File: src/rtl/fetch_queue.sv
// Instruction fetch queue: one outstanding memory read, DEPTH-entry {pc+4, ir} FIFO, redirect flush.
// Optional stall-cycle counter port O_StallCount is built when FETCH_QUEUE_STATS_EN is defined.
module fetch_queue #(
   parameter int PC_WIDTH = 16,
   parameter int IR_WIDTH = 32,
   parameter int DEPTH = 4,
   parameter logic [PC_WIDTH-1:0] RESET_PC = '0
) (
   input  logic                I_CLOCK,
   input  logic                I_RESET,
   input  logic [PC_WIDTH-1:0] I_BranchPC,
   input  logic                I_BranchAddrSelect,
   input  logic                I_BranchStallSignal,
   input  logic                I_DepStallSignal,
   output logic                O_MemReq,
   output logic [PC_WIDTH-1:0] O_MemAddr,
   input  logic                I_MemValid,
   input  logic [IR_WIDTH-1:0] I_MemData,
   output logic [PC_WIDTH-1:0] O_PC,
   output logic [IR_WIDTH-1:0] O_IR,
`ifdef FETCH_QUEUE_STATS_EN
   output logic [15:0]         O_StallCount,
`endif
   output logic                O_FetchStall
);

   localparam int AW = $clog2(DEPTH);
   localparam logic [IR_WIDTH-1:0] NOP_IR = IR_WIDTH'(32'hFF000000);

   typedef enum logic [1:0] {IDLE, WAIT, DROP} state_t;

   state_t state, stateNext;
   logic [PC_WIDTH-1:0] fetchPc, reqAddr;
   logic [AW:0] wrPtr, rdPtr;
   logic [PC_WIDTH-1:0] pcMem [DEPTH];
   logic [IR_WIDTH-1:0] irMem [DEPTH];
   logic empty, full, issue, enq, deq;

   assign empty = (wrPtr == rdPtr);
   assign full  = (wrPtr[AW] != rdPtr[AW]) && (wrPtr[AW-1:0] == rdPtr[AW-1:0]);

   always_ff @(negedge I_CLOCK) begin
      if (I_RESET) state <= IDLE;
      else         state <= stateNext;
   end

   // A response that lands together with a redirect is stale, so it returns to IDLE without enqueueing.
   always_comb begin
      stateNext = state;
      issue = 1'b0;
      enq = 1'b0;
      case (state)
         IDLE: begin
            if (!I_BranchStallSignal && !I_BranchAddrSelect && !full) begin
               issue = 1'b1;
               stateNext = WAIT;
            end
         end
         WAIT: begin
            if (I_MemValid) begin
               stateNext = IDLE;
               enq = !I_BranchAddrSelect;
            end else if (I_BranchAddrSelect) begin
               stateNext = DROP;
            end
         end
         DROP: begin
            if (I_MemValid) stateNext = IDLE;
         end
         default: stateNext = IDLE;
      endcase
      deq = !empty && !I_DepStallSignal && !I_BranchAddrSelect;
   end

   always_ff @(negedge I_CLOCK) begin
      if (I_RESET) begin
         wrPtr <= '0;
         rdPtr <= '0;
         fetchPc <= RESET_PC;
         reqAddr <= RESET_PC;
      end else if (I_BranchAddrSelect) begin
         rdPtr <= wrPtr;
         fetchPc <= I_BranchPC;
      end else begin
         if (issue) begin
            fetchPc <= fetchPc + PC_WIDTH'(4);
            reqAddr <= fetchPc;
         end
         if (enq) wrPtr <= wrPtr + 1'b1;
         if (deq) rdPtr <= rdPtr + 1'b1;
      end
   end

   always_ff @(negedge I_CLOCK) begin
      if (enq && !I_RESET) begin
         pcMem[wrPtr[AW-1:0]] <= reqAddr + PC_WIDTH'(4);
         irMem[wrPtr[AW-1:0]] <= I_MemData;
      end
   end

   assign O_MemReq = issue && !I_RESET;
   assign O_MemAddr = fetchPc;
   assign O_FetchStall = empty;
   assign O_PC = empty ? RESET_PC + PC_WIDTH'(4) : pcMem[rdPtr[AW-1:0]];
   assign O_IR = empty ? NOP_IR : irMem[rdPtr[AW-1:0]];

`ifdef FETCH_QUEUE_STATS_EN
   always_ff @(negedge I_CLOCK) begin
      if (I_RESET) O_StallCount <= '0;
      else if (empty && O_StallCount != 16'hFFFF) O_StallCount <= O_StallCount + 16'd1;
   end
`endif

endmodule

File: config.mk
export PLATFORM = sky130hd
export DESIGN_NAME = fetch_queue
export DESIGN_NICKNAME = d
export VERILOG_FILES = /design/src/rtl/fetch_queue.sv
export SDC_FILE = /design/constraint.sdc
export NUM_CORES = 1
export LEC_CHECK = 0
export CORE_MARGIN = 2
export CORE_UTILIZATION = 35
export CTS_BUF_LIST = sky130_fd_sc_hd__clkbuf_8 sky130_fd_sc_hd__clkbuf_16
export CTS_CLUSTER_DIAMETER = 30
export CTS_CLUSTER_SIZE = 10
export DETAILED_ROUTE_END_ITERATION = 12
export PLACE_DENSITY = 0.62
export SLEW_MARGIN = 40
export SYNTH_ARGS = -nofsm -noshare
export SYNTH_HDL_FRONTEND = slang
export SYNTH_SLANG_ARGS = --single-unit
File: constraint.sdc
create_clock -name I_CLOCK -period 4.1 [get_ports I_CLOCK]
set_clock_uncertainty 0.05 [all_clocks]
set_input_delay 0.615 -clock I_CLOCK [delete_from_list [all_inputs] [get_ports I_CLOCK]]
set_output_delay 0.615 -clock I_CLOCK [all_outputs]
set_load 0.005 [all_outputs]
### Word-level counts from Yosys, hierarchy flattened

Memory sizes are Yosys's and may differ from the RTL's. A register that Yosys moved wholly into a read port is not among the register bits.
Index checks and enable logic that the tools add are counted.

| word-level totals | value |
|---|---|
| input bits | 54 |
| bits in registers | 40 |
| output and inout port bits | 66 |
| bits in writable memories | 192 |
| memories | 2 |
| logic and storage cells | 60 |
| memory bits (read-only) | 0 |
| bits in latches | 0 |

| operators by class | value |
|---|---|
| multiply operators | 0 |
| multiplexer cells | 21 |
| equality and inequality tests | 8 |
| reductions and logical operators | 19 |
| shift operators | 0 |
| magnitude comparators | 0 |
| div/mod/pow operators | 0 |
| bitwise gates (word level) | 1 |
| add/sub/neg operators | 4 |

Memories:

| memory | depth | bits a word | rd ports | clocked after memory_dff | wr ports | RTL line | source |
|---|---|---|---|---|---|---|---|
| irMem | 4 | 32 | 1 | 1 | 1 | 36 | `logic [IR_WIDTH-1:0] irMem [DEPTH];` |
| pcMem | 4 | 16 | 1 | 1 | 1 | 35 | `logic [PC_WIDTH-1:0] pcMem [DEPTH];` |

Operators with widths:

| kind | number |
|---|---|
| 16-bit 2-to-1 mux | 3 |
| 16-bit by 3-bit adder with 16-bit output (second input constant) | 2 |
| 32-bit 2-to-1 mux | 1 |
| 2-bit 2-to-1 mux | 8 |
| 1-bit logical AND | 7 |
| 3-bit by 1-bit adder with 3-bit output (second input constant) | 2 |
| 1-bit zero test | 6 |
| 1-bit 2-to-1 mux | 6 |
| 3-bit 2-to-1 mux | 2 |
| 2-bit case mux with 3 select lines | 1 |
| 2-bit != test (second input constant) | 2 |
| 2-bit AND reduction | 2 |
| 2-bit nonzero test | 2 |
| 3-bit == test | 1 |
| 3-bit != test (second input constant) | 1 |
| 3-bit AND reduction | 1 |
| 2-bit by 1-bit == test with 1-bit output (second input constant) | 1 |
| 2-bit == test | 1 |
| 2-bit == test (second input constant) | 1 |
| 2-bit zero test | 1 |
| 1-bit != test | 1 |
| 1-bit NOT | 1 |

### Longest topological paths before layout

Gate-level depths: netlist of run 1.

| logic depth | value |
|---|---|
| depth after elaboration | 8 |
| gate-level depth with buffers | 6 |
| mapped depth without buffers | 5 |

==> impl_results.html, run 1 <==
<table>
<tr><th>Metric</th><th>Value</th></tr>
<tr><th colspan="2">CTS</th></tr>
<tr><td>CTS tree</td><td>yes</td></tr>
<tr><td>Clock slew at the register clock pins of the worst setup and hold paths</td><td>40 ps</td></tr>
<tr><td>Clock sinks</td><td>234</td></tr>
<tr><td>Maximum level of the CTS H-tree</td><td>2</td></tr>
<tr><td>Post-CTS Hold Fix Bufs</td><td>0</td></tr>
<tr><td>Clock latency reported for the late side of the worst-skew pair</td><td>580 ps</td></tr>
<tr><td>CTS max path bufs</td><td>3</td></tr>
<tr><td>Total CTS buffers</td><td>49</td></tr>
<tr><td>Clock Tree Root</td><td>clkbuf_16</td></tr>
<tr><th colspan="2">Floorplan</th></tr>
<tr><td>Placeable core region</td><td>26700 um^2</td></tr>
<tr><td>Die ar.</td><td>28200 um^2</td></tr>
<tr><td>Starting Density</td><td>35.3%</td></tr>
<tr><td>Number of placement rows</td><td>60</td></tr>
<tr><td>Vertical die dimension</td><td>168 um</td></tr>
<tr><td>Horizontal die dimension</td><td>168 um</td></tr>
<tr><td>I/O pin cnt</td><td>120</td></tr>
<tr><th colspan="2">Route</th></tr>
<tr><td>Number of iterations in the first detailed-routing pass</td><td>4</td></tr>
<tr><td># DRC</td><td>0</td></tr>
<tr><td>Detailed-route vias per instance</td><td>4.80</td></tr>
<tr><td>Mean routed wirelength per cell</td><td>16.6 um</td></tr>
<tr><td>Via count</td><td>6845</td></tr>
<tr><td>Remaining antenna violation count after routing</td><td>0</td></tr>
<tr><td>Count of routing violations after the opening detailed-route iteration</td><td>347</td></tr>
<tr><td>Sum of routed wire length over all layers</td><td>23.6 mm</td></tr>
<tr><th colspan="2">STA</th></tr>
<tr><td>Transition time of the tightest slew-check pin</td><td>505 ps</td></tr>
<tr><td>Sum Neg Setup Slack</td><td>-32710 ps</td></tr>
<tr><td>Worst slew margin</td><td>66.1%</td></tr>
<tr><td>Number of failing setup endpoints in the final timing report</td><td>50</td></tr>
<tr><td>Max Slew Vio Count</td><td>0</td></tr>
<tr><td>RSZ-0062 raised after global routing</td><td>yes</td></tr>
<tr><td>Endpoints failing hold</td><td>0</td></tr>
<tr><td>Worst Setup Slack, final</td><td>-767 ps</td></tr>
<tr><th colspan="2">Worst setup path</th></tr>
<tr><td>Endpoint class of the critical path</td><td>output port</td></tr>
<tr><td>Peak per-stage delay on the critical path</td><td>530 ps</td></tr>
<tr><td>Flop2flop setup slack</td><td>2180 ps</td></tr>
<tr><td>Cells along the critical path</td><td>buf_12 -&gt; buf_6 -&gt; mux4_2 -&gt; or2_4 -&gt; buf_6</td></tr>
<tr><td>Sort of element at the start of the critical path</td><td>flop</td></tr>
<tr><td>Max Fanout on Critical Path</td><td>7</td></tr>
<tr><td>Class of the most critical setup path</td><td>flop to output port</td></tr>
<tr><td>Arrival time of the worst setup path</td><td>4200 ps</td></tr>
<tr><td>Cell repeated most along the worst path</td><td>buf_6</td></tr>
<tr><td>Crit path required time</td><td>3430 ps</td></tr>
<tr><td>Crit path max-delay cell type</td><td>mux4_2</td></tr>
<tr><th colspan="2">Layout</th></tr>
<tr><td>Area of all sequential standard cells</td><td>6660 um^2</td></tr>
<tr><td># fillers</td><td>2148</td></tr>
<tr><td>Final cell count without fillers</td><td>1425</td></tr>
<tr><td>Signed area change from the synthesized netlist to the final layout</td><td>57.0%</td></tr>
<tr><td>Most used cells in the layout excluding fill and tap cells</td><td>inv_1, edfxtp_1, buf_4, clkdlybuf4s50_1, clkbuf_16</td></tr>
<tr><td>Cell area after layout</td><td>14800 um^2</td></tr>
<tr><td>Layout net count</td><td>1109</td></tr>
<tr><td>Layout cell share with drive strength beyond 1</td><td>33.3%</td></tr>
<tr><td>Most common cell after layout, fill and taps aside</td><td>inv_1</td></tr>
<tr><td>Area of the multi-input gates</td><td>3000 um^2</td></tr>
<tr><td>Ant diodes</td><td>0</td></tr>
<tr><th colspan="2">Yosys</th></tr>
<tr><td>Yosys cell types</td><td>40</td></tr>
<tr><td>Summed instance area of the synthesized netlist</td><td>9410 um^2</td></tr>
<tr><td>Main flop type after synthesis</td><td>edfxtp_1</td></tr>
<tr><td>Synthesized netlist net count</td><td>634</td></tr>
<tr><td>Average instance area after synthesis</td><td>16.4 um^2</td></tr>
<tr><td>Warnings, synthesis</td><td>0</td></tr>
<tr><td>Post-synthesis cell count</td><td>573</td></tr>
<tr><td>Proportion of synthesized flip-flops having asynchronous set or reset</td><td>0%</td></tr>
<tr><td>Sequential element share of the synthesized area</td><td>70.2%</td></tr>
<tr><td>Number of flops mapped to enable cells by yosys</td><td>192</td></tr>
<tr><td>Number of synthesized register bits</td><td>234</td></tr>
<tr><th colspan="2">Global routing</th></tr>
<tr><td>Overall global routing resource usage</td><td>16.5%</td></tr>
<tr><td>Grt total ovfl</td><td>0</td></tr>
<tr><td>First-pass GRT wire length</td><td>36.7 mm</td></tr>
<tr><td>Maximum number of pins on one net before global-route repair</td><td>33</td></tr>
<tr><td>Number of antenna violations at the first check in global routing</td><td>0</td></tr>
<tr><td>Vias in the first global route</td><td>7662</td></tr>
<tr><th colspan="2">Placement</th></tr>
<tr><td>Setup slack at placement</td><td>-601 ps</td></tr>
<tr><td>Final weighted congestion in routability-driven placement</td><td>0.812</td></tr>
<tr><td>Cell count after placement</td><td>1069</td></tr>
<tr><td># port buffers</td><td>119</td></tr>
<tr><td>Hpwl dp</td><td>13.5 mm</td></tr>
<tr><td>Post-DP Area</td><td>11600 um^2</td></tr>
<tr><th colspan="2">Power</th></tr>
<tr><td>Power density normalized to cell area</td><td>540 nW/um^2</td></tr>
<tr><td>IR drop worst, VDD</td><td>304 uV</td></tr>
<tr><td>P_leak</td><td>6.29 nW</td></tr>
<tr><th colspan="2">Flow run</th></tr>
<tr><td>Max-capacitance violation count</td><td>0</td></tr>
<tr><th colspan="2">Status</th></tr>
<tr><td>Outcome</td><td>finished, violations left</td></tr>
<tr><td>Violated checks</td><td>negative setup slack</td></tr>
<tr><th colspan="2">Min path</th></tr>
<tr><td>Type of the worst min-delay path</td><td>flop to flop</td></tr>
</table>
synth_stat cells (5+ instances only):
master,instances,area share (%)
a21oi_1,20,1.1
a311oi_1,10,0.93
buf_2,5,0.27
clkbuf_1,24,0.96
dfxtp_1,42,8.9
edfxtp_1,192,61
ha_1,7,0.93
inv_1,10,0.40
mux4_2,48,11
nand2_1,29,1.2
nand3_1,13,0.69
nor2_1,22,0.88
nor2b_1,41,2.7
nor3_1,5,0.27
o21ai_0,22,1.2
or2_2,10,0.67
or3_1,5,0.33
xnor2_1,14,1.3
xor2_1,6,0.56
final timing paths:
path,startpoint,to,cells past startpoint
max reg2reg,O_MemAddr[2]$_SDFFE_NP0P_,O_MemAddr[14]$_SDFFE_NP0P_,5
min reg2reg,O_MemAddr[0]$_SDFFE_NP0P_,reqAddr[0]$_SDFFE_NP0P_,2
min,O_MemAddr[0]$_SDFFE_NP0P_,reqAddr[0]$_SDFFE_NP0P_,2
max,flop,O_PC[2],5
per-stage QoR:
stage                     util [%]  power, mW  hold slack [ps]
final                         55.4       7.98              423
after global routing          55.4       8.45              452
after CTS                     55.0       8.10              426
after detailed placement      43.6       3.49              434
after global placement        43.6       3.48              432
after floorplan                  -       3.20              404
report_power, final:
part           total [mW]  internal (mW)  switching [mW]  leakage (nW)
combinational       0.589          0.340           0.249          2.10
sequential           2.64           2.61          0.0297          2.11
clock                4.75           2.84            1.91          2.07
flip-flops by register name, summed over array words and instances, names as in the netlist, named ones only:
register and count:
O_MemAddr 16, wrPtr 3, irMem 128, rdPtr 3
pcMem 64, reqAddr 16, state 2
critical path, delay by kind of cell, from the launching register on:
kind / cells / cell delay, ps
flops: 1 / 430
simple gates: 1 / 250
mux: 1 / 530
buf+inv: 3 / 370
logic make-up after synthesis:
| group | after synthesis | share of synthesized area, % |
|---|---|---|
| muxes | 51 | 11.8 |
| AOI/OAI and AO/OA | 71 | 4.86 |
| buffers and inverters | 43 | 1.86 |
| and+or+nand+nor | 147 | 8.43 |
| adders and majority gates | 7 | 0.931 |
| DFF | 234 | 70.2 |
| xor gates and xnor gates | 20 | 1.86 |
area by class of cell:
cell class              instances  area share (%)
inverters                       9           0.229
clock inverters               272            8.56
clock buffers                  49            8.31
multi-input cells             297            20.4
flip-flops and latches        234            45.1
well taps                     341            2.89
repair buffers                223            14.6
timing repair:
action,4_1_cts,5_1_grt
resized for setup,318,37
pin swaps,9,13
setup buffers,32,8
endpoints found under the setup margin,67,57
cloned,4,0
routing by layer:
metal	global-route usage (%)	vias to the layer above	routed length (um)
met3	7.29	42	1540
met5	0	-	0
met1	18.5	3356	9820
li1	-	3216	-
met2	26.8	231	11900
met4	8.66	0	369
No activity file was read; power rests on OpenSTA's default activity.
==> run 2, diff against run 1 <==
--- a/config.mk
+++ b/config.mk
@@ -11,7 +11,7 @@
 export CTS_CLUSTER_DIAMETER = 30
 export CTS_CLUSTER_SIZE = 10
 export DETAILED_ROUTE_END_ITERATION = 12
-export PLACE_DENSITY = 0.62
+export PLACE_DENSITY = 0.66
 export SLEW_MARGIN = 40
 export SYNTH_ARGS = -nofsm -noshare
 export SYNTH_HDL_FRONTEND = slang
==> impl_results.html, run 2 (synthesized netlist as in run 1, its figures left out) <==
<table>
<tr><th>Metric</th><th>Value</th></tr>
<tr><th colspan="2">Layout</th></tr>
<tr><td>Layout net count</td><td>1115 (+0.54%)</td></tr>
<tr><td>Signed area change from the synthesized netlist to the final layout</td><td>58.6%</td></tr>
<tr><td>Cell area after layout</td><td>14900 um^2 (+1.0%)</td></tr>
<tr><td>Most common cell after layout, fill and taps aside</td><td>inv_1</td></tr>
<tr><td>Most used cells in the layout excluding fill and tap cells</td><td>inv_1, edfxtp_1, buf_4, clkdlybuf4s50_1</td></tr>
<tr><td>Max FFs per register</td><td>128 (unchanged)</td></tr>
<tr><td>Fin util</td><td>56.0% (+0.57 points)</td></tr>
<tr><td>Layout cell share with drive strength beyond 1</td><td>33.4% (+0.061 points)</td></tr>
<tr><td># fillers</td><td>2087 (-2.8%)</td></tr>
<tr><th colspan="2">Placement</th></tr>
<tr><td>Post-DP Area</td><td>11700 um^2 (+0.54%)</td></tr>
<tr><td>Final weighted congestion in routability-driven placement</td><td>0.804 (-1.1%)</td></tr>
<tr><td>Hpwl dp</td><td>13.7 mm (+1.5%)</td></tr>
<tr><td># port buffers</td><td>119 (unchanged)</td></tr>
<tr><th colspan="2">Floorplan</th></tr>
<tr><td>I/O pin cnt</td><td>120 (unchanged)</td></tr>
<tr><td>Starting Density</td><td>35.3% (unchanged)</td></tr>
<tr><td>Vertical die dimension</td><td>168 um (unchanged)</td></tr>
<tr><td>Die ar.</td><td>28200 um^2 (unchanged)</td></tr>
<tr><td>Placeable core region</td><td>26700 um^2 (unchanged)</td></tr>
<tr><td>Horizontal die dimension</td><td>168 um (unchanged)</td></tr>
<tr><td>Number of placement rows</td><td>60 (unchanged)</td></tr>
<tr><th colspan="2">Global routing</th></tr>
<tr><td>Grt total ovfl</td><td>0 (unchanged)</td></tr>
<tr><td>First-pass GRT wire length</td><td>37.6 mm (+2.3%)</td></tr>
<tr><td>Number of antenna violations at the first check in global routing</td><td>2 (+2)</td></tr>
<tr><td>Maximum number of pins on one net before global-route repair</td><td>33 (unchanged)</td></tr>
<tr><td>Vias in the first global route</td><td>7895 (+3.0%)</td></tr>
<tr><td>Overall global routing resource usage</td><td>17.1% (+0.54 points)</td></tr>
<tr><th colspan="2">CTS</th></tr>
<tr><td>Clock slew at the register clock pins of the worst setup and hold paths</td><td>30 ps (about the same)</td></tr>
<tr><td>CTS max path bufs</td><td>3 (unchanged)</td></tr>
<tr><td>Maximum level of the CTS H-tree</td><td>2 (unchanged)</td></tr>
<tr><td>Clock sinks</td><td>234 (unchanged)</td></tr>
<tr><td>Post-CTS Hold Fix Bufs</td><td>0 (unchanged)</td></tr>
<tr><td>Total CTS buffers</td><td>48 (-2.0%)</td></tr>
<tr><td>Clock latency reported for the late side of the worst-skew pair</td><td>580 ps (about the same)</td></tr>
<tr><td>CTS tree</td><td>yes</td></tr>
<tr><td>Clock Tree Root</td><td>clkbuf_16</td></tr>
<tr><th colspan="2">Status</th></tr>
<tr><td>Outcome</td><td>finished, violations left</td></tr>
<tr><td>Violated checks</td><td>negative setup slack</td></tr>
<tr><th colspan="2">STA</th></tr>
<tr><td>Endpoints failing hold</td><td>0 (unchanged)</td></tr>
<tr><td>RSZ-0062 raised after global routing</td><td>yes</td></tr>
<tr><td>Transition time of the tightest slew-check pin</td><td>447 ps (-58.2 ps)</td></tr>
<tr><td>Number of failing setup endpoints in the final timing report</td><td>50 (unchanged)</td></tr>
<tr><td>Worst slew margin</td><td>70.0% (+3.9 points)</td></tr>
<tr><td>Worst Setup Slack, final</td><td>-807 ps (-40.2 ps)</td></tr>
<tr><td>Max Slew Vio Count</td><td>0 (unchanged)</td></tr>
<tr><th colspan="2">Flow run</th></tr>
<tr><td>Max-capacitance violation count</td><td>0 (unchanged)</td></tr>
<tr><th colspan="2">Worst setup path</th></tr>
<tr><td>Endpoint class of the critical path</td><td>output port</td></tr>
<tr><td>Peak per-stage delay on the critical path</td><td>500 ps (-30 ps)</td></tr>
<tr><td>Critical path buffers and inverters</td><td>5 (+2)</td></tr>
<tr><td>CP top delay family</td><td>buffers and inverters</td></tr>
<tr><td>Critical R2R Capture</td><td>O_MemAddr[14]$_SDFFE_NP0P_</td></tr>
<tr><td>Sort of element at the start of the critical path</td><td>flop</td></tr>
<tr><td>Launching point of the worst reg2reg path</td><td>O_MemAddr[2]$_SDFFE_NP0P_</td></tr>
<tr><td>Crit path max-delay cell type</td><td>mux4_2</td></tr>
<tr><td>Cell repeated most along the worst path</td><td>buf_12</td></tr>
<tr><td>Cells along the critical path</td><td>buf_12 -&gt; buf_16 -&gt; buf_12 -&gt; buf_8 -&gt; mux4_2 -&gt; nor2b_1 -&gt; buf_2</td></tr>
<tr><td>Worst reg-to-reg path cell count</td><td>6 (+1)</td></tr>
<tr><td>Class of the most critical setup path</td><td>flop to output port</td></tr>
<tr><td>Flop2flop setup slack</td><td>2120 ps (-60 ps)</td></tr>
<tr><td>Max Fanout on Critical Path</td><td>6 (-1)</td></tr>
<tr><td>Arrival time of the worst setup path</td><td>4240 ps (+40 ps)</td></tr>
<tr><td>Crit path required time</td><td>3430 ps (about the same)</td></tr>
<tr><th colspan="2">Min path</th></tr>
<tr><td>Start point of the worst min-delay path</td><td>O_MemAddr[1]$_SDFFE_NP0P_</td></tr>
<tr><td>Type of the worst min-delay path</td><td>flop to flop</td></tr>
<tr><td>Hold depth</td><td>2 (unchanged)</td></tr>
<tr><td>Sink of the worst hold path</td><td>reqAddr[1]$_SDFFE_NP0P_</td></tr>
<tr><th colspan="2">Route</th></tr>
<tr><td>Remaining antenna violation count after routing</td><td>0 (unchanged)</td></tr>
<tr><td>Number of iterations in the first detailed-routing pass</td><td>4 (unchanged)</td></tr>
<tr><td>Sum of routed wire length over all layers</td><td>24.2 mm (+2.6%)</td></tr>
<tr><td>Count of routing violations after the opening detailed-route iteration</td><td>267 (-23%)</td></tr>
<tr><td>Mean routed wirelength per cell</td><td>16.9 um (+2.0%)</td></tr>
<tr><td>Detailed-route vias per instance</td><td>4.79 (-0.21%)</td></tr>
<tr><td>Via count</td><td>6869 (+0.35%)</td></tr>
<tr><td># DRC</td><td>0 (unchanged)</td></tr>
<tr><th colspan="2">Power</th></tr>
<tr><td>P_leak</td><td>6.30 nW (+0.18%)</td></tr>
<tr><td>Clock network power share</td><td>59.7% (+0.2 points)</td></tr>
<tr><td>Internal power</td><td>5.82 mW (+0.47%)</td></tr>
<tr><td>Combinational cell fraction of total power</td><td>7.4% (about the same)</td></tr>
<tr><td>Power density normalized to cell area</td><td>538 nW/um^2 (-0.47%)</td></tr>
<tr><td>Relative contribution of sequential cells to total power</td><td>32.9% (-0.2 points)</td></tr>
<tr><td>Fraction of power spent switching nets</td><td>27.5% (+0.071 points)</td></tr>
<tr><td>P_sw</td><td>2.20 mW (+0.82%)</td></tr>
<tr><td>IR drop worst, VDD</td><td>326 uV (+7.3%)</td></tr>
</table>
[run 2: cell count changes in the layout (fill, tap and decap cells not counted), sizes merged]
cell	delta
bufinv	+1
diode	+1
buf	+5
inv	-6
clkdlybuf4s15	+1
clkinvlp	+2
clkinv	+4
[run 2: worst max-delay path by stage]
stage / from / to / slack [ps] / cells past startpoint
global placement: I_BranchStallSignal / O_MemAddr[15]$_SDFFE_NP0P_ / -560 / 5
detailed placement: I_BranchStallSignal / O_MemAddr[9]$_SDFFE_NP0P_ / -570 / 5
global route: flop / O_PC[0] / -890 / 7
floorplan: I_BranchAddrSelect / irMem[3][0]$_DFFE_NP_ / -8 / 3
CTS: flop / O_PC[0] / -870 / 7
finish: flop / O_PC[0] / -810 / 7
[run 2: power by group through the flow]
stage	combinational (mW)	sequential, mW	clock [mW]
finish	0.595	2.64	4.79
global route	0.637	2.63	5.22
CTS	0.575	2.63	4.90
detailed placement	0.486	2.66	0.340
global placement	0.480	2.66	0.340
floorplan	0.206	2.66	0.340
[run 2: final cells by class]
cell class	count	area (um^2)	area share, %
Sequential cell	234	6660	44.7
Timing Repair Buffer	230	2330	15.7
Clock buffer	48	1200	8.05
Clock inverter	273	1310	8.78
Antenna cell	1	2.50	0.0168
Tap cell	341	427	2.86
Inverter	9	33.8	0.227
Multi-Input combinational cell	297	2940	19.7
[run 2: per-layer routing]
metal	part of all wire (%)	global-route usage [%]	wire length, um	vias to the layer above
met3	6.8	7.59	1650	54
li1	-	-	-	3221
met2	51	28.4	12400	251
met4	2.3	9.75	558	2
met1	40	18.1	9620	3341
met5	0.054	0	13	-
[run 2: stage by stage]
step                      cells  total power, mW  setup WS, ps  setup TNS, ps  hold slack (ps)
after floorplan             573             3.20         -7.68          -1470              404
after global placement     1064             3.48          -563        -101320              433
after detailed placement   1064             3.49          -570        -110940              439
after CTS                  1425             8.11          -866         -36960              441
after global routing       1432             8.49          -887         -38900              461
final                      1433             8.02          -807         -35490              435
[run 2: repair_timing]
action                                  CTS  global route
endpoints found under the setup margin   67            59
pin swaps                                12            14
gates resized for setup                 311            39
hold endpoints to repair                  0             0
setup buffers                            40            12
gates cloned                              3             0
[run 2: tightest hold or removal path: stages, from the launching register on]
cell and delay [ps]:
dfxtp_2 320, nand2_1 60, a21oi_1 50
